File: src/rtl/park_controller.sv
// Eight-slot parking controller: slot allocation with issued patterns, verified exits.
// Optional exit lockout after three consecutive failed exits is enabled by PARK_LOCKOUT_EN.
module park_controller (
  input  logic       clk,
  input  logic       rst,
  input  logic       enter_req,
  input  logic       exit_req,
  input  logic [2:0] exit_token,
  input  logic [2:0] exit_pattern,
  output logic       grant,
  output logic       deny,
  output logic [2:0] grant_token,
  output logic [2:0] grant_pattern,
  output logic [7:0] park_location,
  output logic [7:0] occupancy,
  output logic [3:0] free_count,
  output logic       full,
  output logic       busy
);

  localparam logic [2:0] S_IDLE  = 3'd0;
  localparam logic [2:0] S_ALLOC = 3'd1;
  localparam logic [2:0] S_CHECK = 3'd2;
  localparam logic [2:0] S_RESP  = 3'd3;
`ifdef PARK_LOCKOUT_EN
  localparam logic [2:0] S_LOCK  = 3'd4;
`endif

  logic [2:0] state_q, state_d;
  logic [2:0] slot_pat_q [8];
  logic [2:0] slot_pat_d [8];
  logic [7:0] occ_q, occ_d;
  logic [2:0] pat_cnt_q, pat_cnt_d;
  logic [2:0] tok_q, tok_d;
  logic [2:0] epat_q, epat_d;
  logic       grant_q, grant_d;
  logic       deny_q, deny_d;
  logic [2:0] gtok_q, gtok_d;
  logic [2:0] gpat_q, gpat_d;
  logic [7:0] loc_q, loc_d;
  logic [3:0] free_q, free_d;
  logic       full_q, full_d;
`ifdef PARK_LOCKOUT_EN
  logic [1:0] fail_q, fail_d;
  logic [3:0] lock_q, lock_d;
`endif

  logic       found;
  logic [2:0] free_idx;
  logic [3:0] pop;

  always_comb begin
    found    = 1'b0;
    free_idx = '0;
    for (int unsigned i = 0; i < 8; i++) begin
      if (!occ_q[i] && !found) begin
        found    = 1'b1;
        free_idx = 3'(i);
      end
    end
  end

  always_comb begin
    state_d    = state_q;
    slot_pat_d = slot_pat_q;
    occ_d      = occ_q;
    pat_cnt_d  = pat_cnt_q;
    tok_d      = tok_q;
    epat_d     = epat_q;
    grant_d    = 1'b0;
    deny_d     = 1'b0;
    gtok_d     = '0;
    gpat_d     = '0;
    loc_d      = '0;
`ifdef PARK_LOCKOUT_EN
    fail_d     = fail_q;
    lock_d     = lock_q;
`endif
    case (state_q)
      S_IDLE: begin
        if (exit_req) begin
          tok_d   = exit_token;
          epat_d  = exit_pattern;
          state_d = S_CHECK;
        end else if (enter_req) begin
          state_d = S_ALLOC;
        end
      end
      S_ALLOC: begin
        if (found) begin
          occ_d[free_idx]      = 1'b1;
          slot_pat_d[free_idx] = pat_cnt_q;
          pat_cnt_d            = pat_cnt_q + 3'd1;
          grant_d              = 1'b1;
          gtok_d               = free_idx;
          gpat_d               = pat_cnt_q;
        end else begin
          deny_d = 1'b1;
        end
        state_d = S_RESP;
      end
      S_CHECK: begin
        if (occ_q[tok_q] && (slot_pat_q[tok_q] == epat_q)) begin
          occ_d[tok_q] = 1'b0;
          grant_d      = 1'b1;
          loc_d        = 8'd1 << tok_q;
`ifdef PARK_LOCKOUT_EN
          fail_d       = '0;
`endif
        end else begin
          deny_d = 1'b1;
`ifdef PARK_LOCKOUT_EN
          fail_d = fail_q + 2'd1;
`endif
        end
        state_d = S_RESP;
      end
      S_RESP: begin
`ifdef PARK_LOCKOUT_EN
        // fail_q reaches 3 only on the third consecutive exit deny
        state_d = (fail_q == 2'd3) ? S_LOCK : S_IDLE;
`else
        state_d = S_IDLE;
`endif
      end
`ifdef PARK_LOCKOUT_EN
      S_LOCK: begin
        lock_d = lock_q + 4'd1;
        if (lock_q == 4'd15) begin
          lock_d  = '0;
          fail_d  = '0;
          state_d = S_IDLE;
        end
      end
`endif
      default: state_d = S_IDLE;
    endcase
  end

  always_comb begin
    pop = '0;
    for (int unsigned i = 0; i < 8; i++) begin
      pop = pop + {3'b000, occ_d[i]};
    end
    free_d = 4'd8 - pop;
    full_d = (occ_d == 8'hFF);
  end

  always_ff @(posedge clk) begin
    if (rst) begin
      state_q    <= S_IDLE;
      slot_pat_q <= '{default: '0};
      occ_q      <= '0;
      pat_cnt_q  <= '0;
      tok_q      <= '0;
      epat_q     <= '0;
      grant_q    <= 1'b0;
      deny_q     <= 1'b0;
      gtok_q     <= '0;
      gpat_q     <= '0;
      loc_q      <= '0;
      free_q     <= 4'd8;
      full_q     <= 1'b0;
`ifdef PARK_LOCKOUT_EN
      fail_q     <= '0;
      lock_q     <= '0;
`endif
    end else begin
      state_q    <= state_d;
      slot_pat_q <= slot_pat_d;
      occ_q      <= occ_d;
      pat_cnt_q  <= pat_cnt_d;
      tok_q      <= tok_d;
      epat_q     <= epat_d;
      grant_q    <= grant_d;
      deny_q     <= deny_d;
      gtok_q     <= gtok_d;
      gpat_q     <= gpat_d;
      loc_q      <= loc_d;
      free_q     <= free_d;
      full_q     <= full_d;
`ifdef PARK_LOCKOUT_EN
      fail_q     <= fail_d;
      lock_q     <= lock_d;
`endif
    end
  end

  assign grant         = grant_q;
  assign deny          = deny_q;
  assign grant_token   = gtok_q;
  assign grant_pattern = gpat_q;
  assign park_location = loc_q;
  assign occupancy     = occ_q;
  assign free_count    = free_q;
  assign full          = full_q;
  assign busy          = (state_q != S_IDLE);

endmodule

File: config.mk
export PLATFORM = sky130hd
export DESIGN_NAME = park_controller
export DESIGN_NICKNAME = d
export VERILOG_FILES = /design/src/rtl/park_controller.sv
export SDC_FILE = /design/constraint.sdc
export NUM_CORES = 1
export LEC_CHECK = 0
export ABC_AREA = 1
export ABC_CLOCK_PERIOD_IN_PS = 3500
export BUFFER_PORTS_ARGS = -buffer_cell sky130_fd_sc_hd__buf_2
export CORE_MARGIN = 5
export CORE_UTILIZATION = 37
export CTS_CLUSTER_SIZE = 14
export DETAILED_ROUTE_END_ITERATION = 16
export GPL_TIMING_DRIVEN = 0
export SETUP_SLACK_MARGIN = 0.02
export SYNTH_ARGS = -nofsm -noshare
export SYNTH_HDL_FRONTEND = slang
export SYNTH_SLANG_ARGS = --single-unit
File: constraint.sdc
create_clock -name clk -period 3.5 [get_ports clk]
set_clock_uncertainty 0.05 [all_clocks]
set_input_delay 0.7 -clock clk [delete_from_list [all_inputs] [get_ports clk]]
set_output_delay 0.7 -clock clk [all_outputs]
set_load 0.01 [all_outputs]
Word level (Yosys, flattened, before mapping)
Cells that the tools add are included.
{ "totals": {"regBits": 65, "inputBits": 10, "out_inout_bits": 30, "word_cells": 121} }
{ "classes": {"add_sub_neg": 9, "order_cmp": 7, "eq_ne": 5, "shifts": 1, "n_mux": 39, "bitwise_logic": 9, "reduce_logical": 31} }
{ "ops": {"columns": ["cell", "count"], "rows": [
  ["$mux 3", 11],
  ["$bwmux 24", 1],
  ["$add 4x1->4", 4],
  ["$mux 1", 16],
  ["$mux 8", 2],
  ["$pmux 8 s2", 1],
  ["$logic_not 1->1", 13],
  ["$logic_and 1x1->1", 11],
  ["$bmux 3 s3", 1],
  ["$demux 3 s3", 1],
  ["$and 8x8->8", 1],
  ["$eq 8x8->1 const B", 1],
  ["$ge 4x4->1 const B", 2],
  ["$lt 3x4->1 const B", 2],
  ["$not 3->4", 2],
  ["$not 8->8", 1],
  ["$or 8x8->8", 1],
  ["$shl 1x3->8 const A", 1],
  ["$demux 1 s3", 2],
  ["$ge 3x1->1 const B", 2],
  ["$pmux 3 s2", 1],
  ["$reduce_or 3->1", 2],
  ["$add 3x1->4", 1],
  ["$lt 4x1->1 const B", 1],
  ["other kinds (15)", 20]
]} }

Depth between registers and ports, before layout
{ "logic_depth": {"word_depth": 36, "ltp_mapped": 26, "depth_no_buf": 24} }

Worst setup path after synthesis
Ideal clock, no wire load.
{ "synth_timing": {"path_kind": "register to register", "startpoint": "register tok_q[0]", "endpoint": "register free_q[2], in the netlist free_count[2]", "setup_time_ps": 128, "t_arrival_ps": 3415, "path_slack_ps": -93, "path_stages_with_launch": 24, "n_path_buf": 2, "cell_sequence": "dfxtp_1 buf_6 inv_4 buf_6 nand2_1 nand2_1 nand2_1 nand3_1 nand3_1 nand2_1 nor2_4 nand2_2 o211ai_2 nand2_1 nand2_2 fa_1 ha_1 fa_1 inv_1 fa_1 inv_1 ha_1 inv_1 nor2_1"} }
{ "synth_between": {"elab_chain_len": 16} }
{ "synth_lines": {"columns": ["item", "line", "source"], "rows": [
  ["start: declaration", "34", "logic [2:0] tok_q, tok_d;"],
  ["start signal: assignment", "173", "tok_q <= tok_d;"],
  ["$lt 3x4->1 (not written as such), or another cell as far along", "104", "occ_d[tok_q] = 1'b0;"],
  ["$logic_and 1x1->1 (not written as such) or $bmux 3 s3 (tied branches)", "104, 103", null],
  ["$mux 1 (not written as such) or $mux 3 (tied branches)", "104, 103", null],
  ["$demux 1 s3 or $mux 3 (tied branches)", "104, 103", null],
  ["$not 8->8 (no source line) or $eq 3x3->1 (tied branches)", null, null],
  ["$and 8x8->8 (no source line) or $logic_and 1x1->1 (tied branches)", null, null],
  ["$mux 8 *", "103", "if (occ_q[tok_q] && (slot_pat_q[tok_q] == epat_q)) begin"],
  ["$pmux 8 s2 *", "79", "case (state_q)"],
  ["$add 1x1->2", "143", "pop = pop + {3'b000, occ_d[i]};"],
  ["$add 2x1->3", "143", null],
  ["$add 3x1->4", "143", null],
  ["$add 4x1->4 (3 in a row)", "143", null],
  ["$add 4x1->4 *", "143", null],
  ["$sub 4x4->4 *", "145", "free_d = 4'd8 - pop;"],
  ["via free_d[2]", "41", "logic [3:0] free_q, free_d;"],
  ["end signal: assignment", "180", "free_q <= free_d;"],
  ["end: declaration", "41", null]
]} }
The timed path passes the listed nets; every way through them passes the cells marked *. The select of a mux whose other input is x is not followed.
A chain may end at the register's enable or synchronous reset.

Final worst setup path
Ends and elaborated chain as after synthesis.

==> impl_metrics.toml <==
[status]
status = "finished with violations"
violations = "setup timing"

[synth]
yosysWarnings = 0
synth_edf_count = 0
synth_nets = 471
yosys_register_bits = 64
synth_cell_types = 32
synthTopCellsByArea = "dfxtp_1 (40%), nand2_1 (14%), a21oi_1 (6.6%)"
syn_avg_cell_area_um2 = 7.10
synth_top_area_share = 0.404
postSynthCellCount = 447
synth_async_sr_flop_share = 0
yosys.area.top_type = "dfxtp_1"
synth_flop_cell = "dfxtp_1"
synth_common_cells = "nand2_1 (116), dfxtp_1 (64), inv_1 (52)"
yosysMostFrequentCell = "nand2_1"
netlist_area_um2 = 3170
synth.yosys.seq_area_share = 0.404

[global_routing]
grt_usage = 0.176
grt_pass1_vias = 3027
grt-ovfl-total = 0
antenna_found_initial = 0
grt_max_degree = 11
grt_pass1_wl_um = 14300

[floorplan]
coreArea_um2 = 8300
start_util = 0.382
fp-row-count = 33
fp.dieArea_um2 = 10500
die_h_um = 103
io_pins = 40
die_x_um = 103

[critical_path]
crit_type = "flop to flop"
cp-end-kind = "flop"
path_common_cell = "nand2_2"
slowest_delay_ns = 0.50
worst_ep_required_time_ns = 3.67
crit_family = "adder cells"
path_max_fanout = 7
arrival_ns = 3.89
start_kind = "flop"
crit_buf_inv = 8
crit_slowest_cell = "fa_1"

[routing]
antenna_left = 0
drt-pass1-iter-count = 4
vias = 3050
remaining_drc_errors = 0
routedWlPerCell_um = 14.1
drt_wl_total_um = 8760
drt_iter0_markers = 114
via_per_inst = 4.90

[run]
drv_cap = 0

[clock_network]
cts_root_buf = "clkbuf_8"
numCtsBuffers = 9
tritoncts = "done"
cts_sinks = 64
clk_pin_slew_worst_paths_ns = 0.07
clkLatencyLatePin_ns = 0.35
ctsHoldBuffers = 0
cts.path.max_buffers = 2
cts-htree-levels = 3

[timing]
setup_viol = 3
report.final.slew_viol_count = 0
fmax_ghz = 0.269
worst_slew_pin_slew_ns = 0.599
slew_headroom = 0.601
worst_slack_ns = -0.214
post-route-min-period_ns = 3.71
period_share = 1.06
fin_tns_setup_ns = -0.424
rsz0062_at_grt = "yes"
hold_viol = 0
hold_slack_ns = 0.419

[finish]
area_growth_pct = 28.2
n_fill_cell = 859
layout-drive-gt1-share = 0.276
finish.net_count = 537
insertedDiodeCount = 0

[power]
vdd_drop_max_uv = 1080
p_leak_nw = 1.88
power-per-cell-area_nw_per_um2 = 1000

[placement]
port_buffers = 39
gp_congestion = 0.878
place_hpwl_um = 6170

[min_path]
hold_path.class = "flop to flop"
[through the flow]
step                      std cells  instance area, um^2  utilization  setup slack (ns)  total power [mW]
after global placement          591                 3510        0.423            -0.284              2.79
after global routing            623                 4070        0.490            -0.362              4.48
after detailed placement        591                 3510        0.423            -0.374              2.86
after CTS                       617                 3900        0.469            -0.315              3.84
after floorplan                 447                 3180            -            0.0329              2.40
final                           623                 4070        0.490            -0.214              4.09
[state kept, by name, indices dropped and copies added (netlist names)]
register and cells:
deny 1, epat_q 3, free_count 4, full 1
grant 1, grant_pattern 3, grant_token 3, occupancy 8
park_location 8, pat_cnt_q 3, slot_pat_q 24, state_q 2
tok_q 3
[routing by layer]
| layer | up-vias | track usage | wire length (um) |
|---|---|---|---|
| met3 | 18 | 0.0501 | 490 |
| met2 | 74 | 0.303 | 4550 |
| met4 | 0 | 0.0515 | 157 |
| met1 | 1406 | 0.212 | 3560 |
| li1 | 1552 | - | - |
| met5 | - | 0 | 0 |
[final timing paths]
check                      start        endpoint  slack [ns]  cells past startpoint
setup / recovery        tok_q[0]   free_count[2]       -0.21                     26
setup reg to reg        tok_q[0]   free_count[2]       -0.21                     26
hold / removal    slot_pat_q[18]  slot_pat_q[18]        0.42                      2
hold reg to reg   slot_pat_q[18]  slot_pat_q[18]        0.42                      2
[tightest hold or removal path: cells and delay by family, from the launching register on]
kind	cells	cell delay, ns
flops	1	0.32
simple gates	1	0.06
compound gates	1	0.05
[repair_timing]
| action | in CTS | in global routing |
|---|---|---|
| endpoints found under the setup margin | 3 | 3 |
| cloned | 1 | 1 |
| buffers inserted | 9 | 5 |
| resized for setup | 18 | 31 |
| pin swaps | 17 | 24 |
[kinds of logic after synthesis]
kind of cell             synth area share
adder cells (fa/ha/maj)            0.0646
AO/OA/AOI/OAI                       0.134
flip-flops                          0.404
buffers and inverters              0.0993
AND/OR/NAND/NOR                     0.299
[placed cells by master (no fill, tap or decap), types with 3 or more instances in the layout]
master	synthesis	final
nor2_1	45	43
fa_1	4	3
nand3_2	2	6
o21ai_0	31	31
nor2_2	3	5
clkbuf_8	0	10
dfxtp_2	0	4
buf_4	1	12
clkbuf_1	7	9
inv_2	4	6
ha_1	10	7
nand2_2	9	26
nor3_1	8	8
buf_12	0	3
dfxtp_1	64	60
nand3_1	23	19
buf_2	2	41
a21oi_1	42	42
nand2_1	116	98
inv_1	52	49
[power breakdown]
part           switching (mW)  internal [mW]  leakage, nW
clock network           0.286          0.421        0.108
logic                    1.34           1.06         1.25
registers               0.117          0.865        0.522
total                    1.74           2.35         1.88
[layout make-up]
type	count	area, um^2	area share
tap	105	131	0.0323
inverter	59	235	0.0578
clock inverter	3	65.1	0.0160
sequential	64	1290	0.316
multi-input combinational	310	1710	0.421
timing repair buffer	55	382	0.0938
buffer	14	106	0.0261
clock buffer	13	149	0.0366
Note: power is estimated with default switching activity, not from simulation.
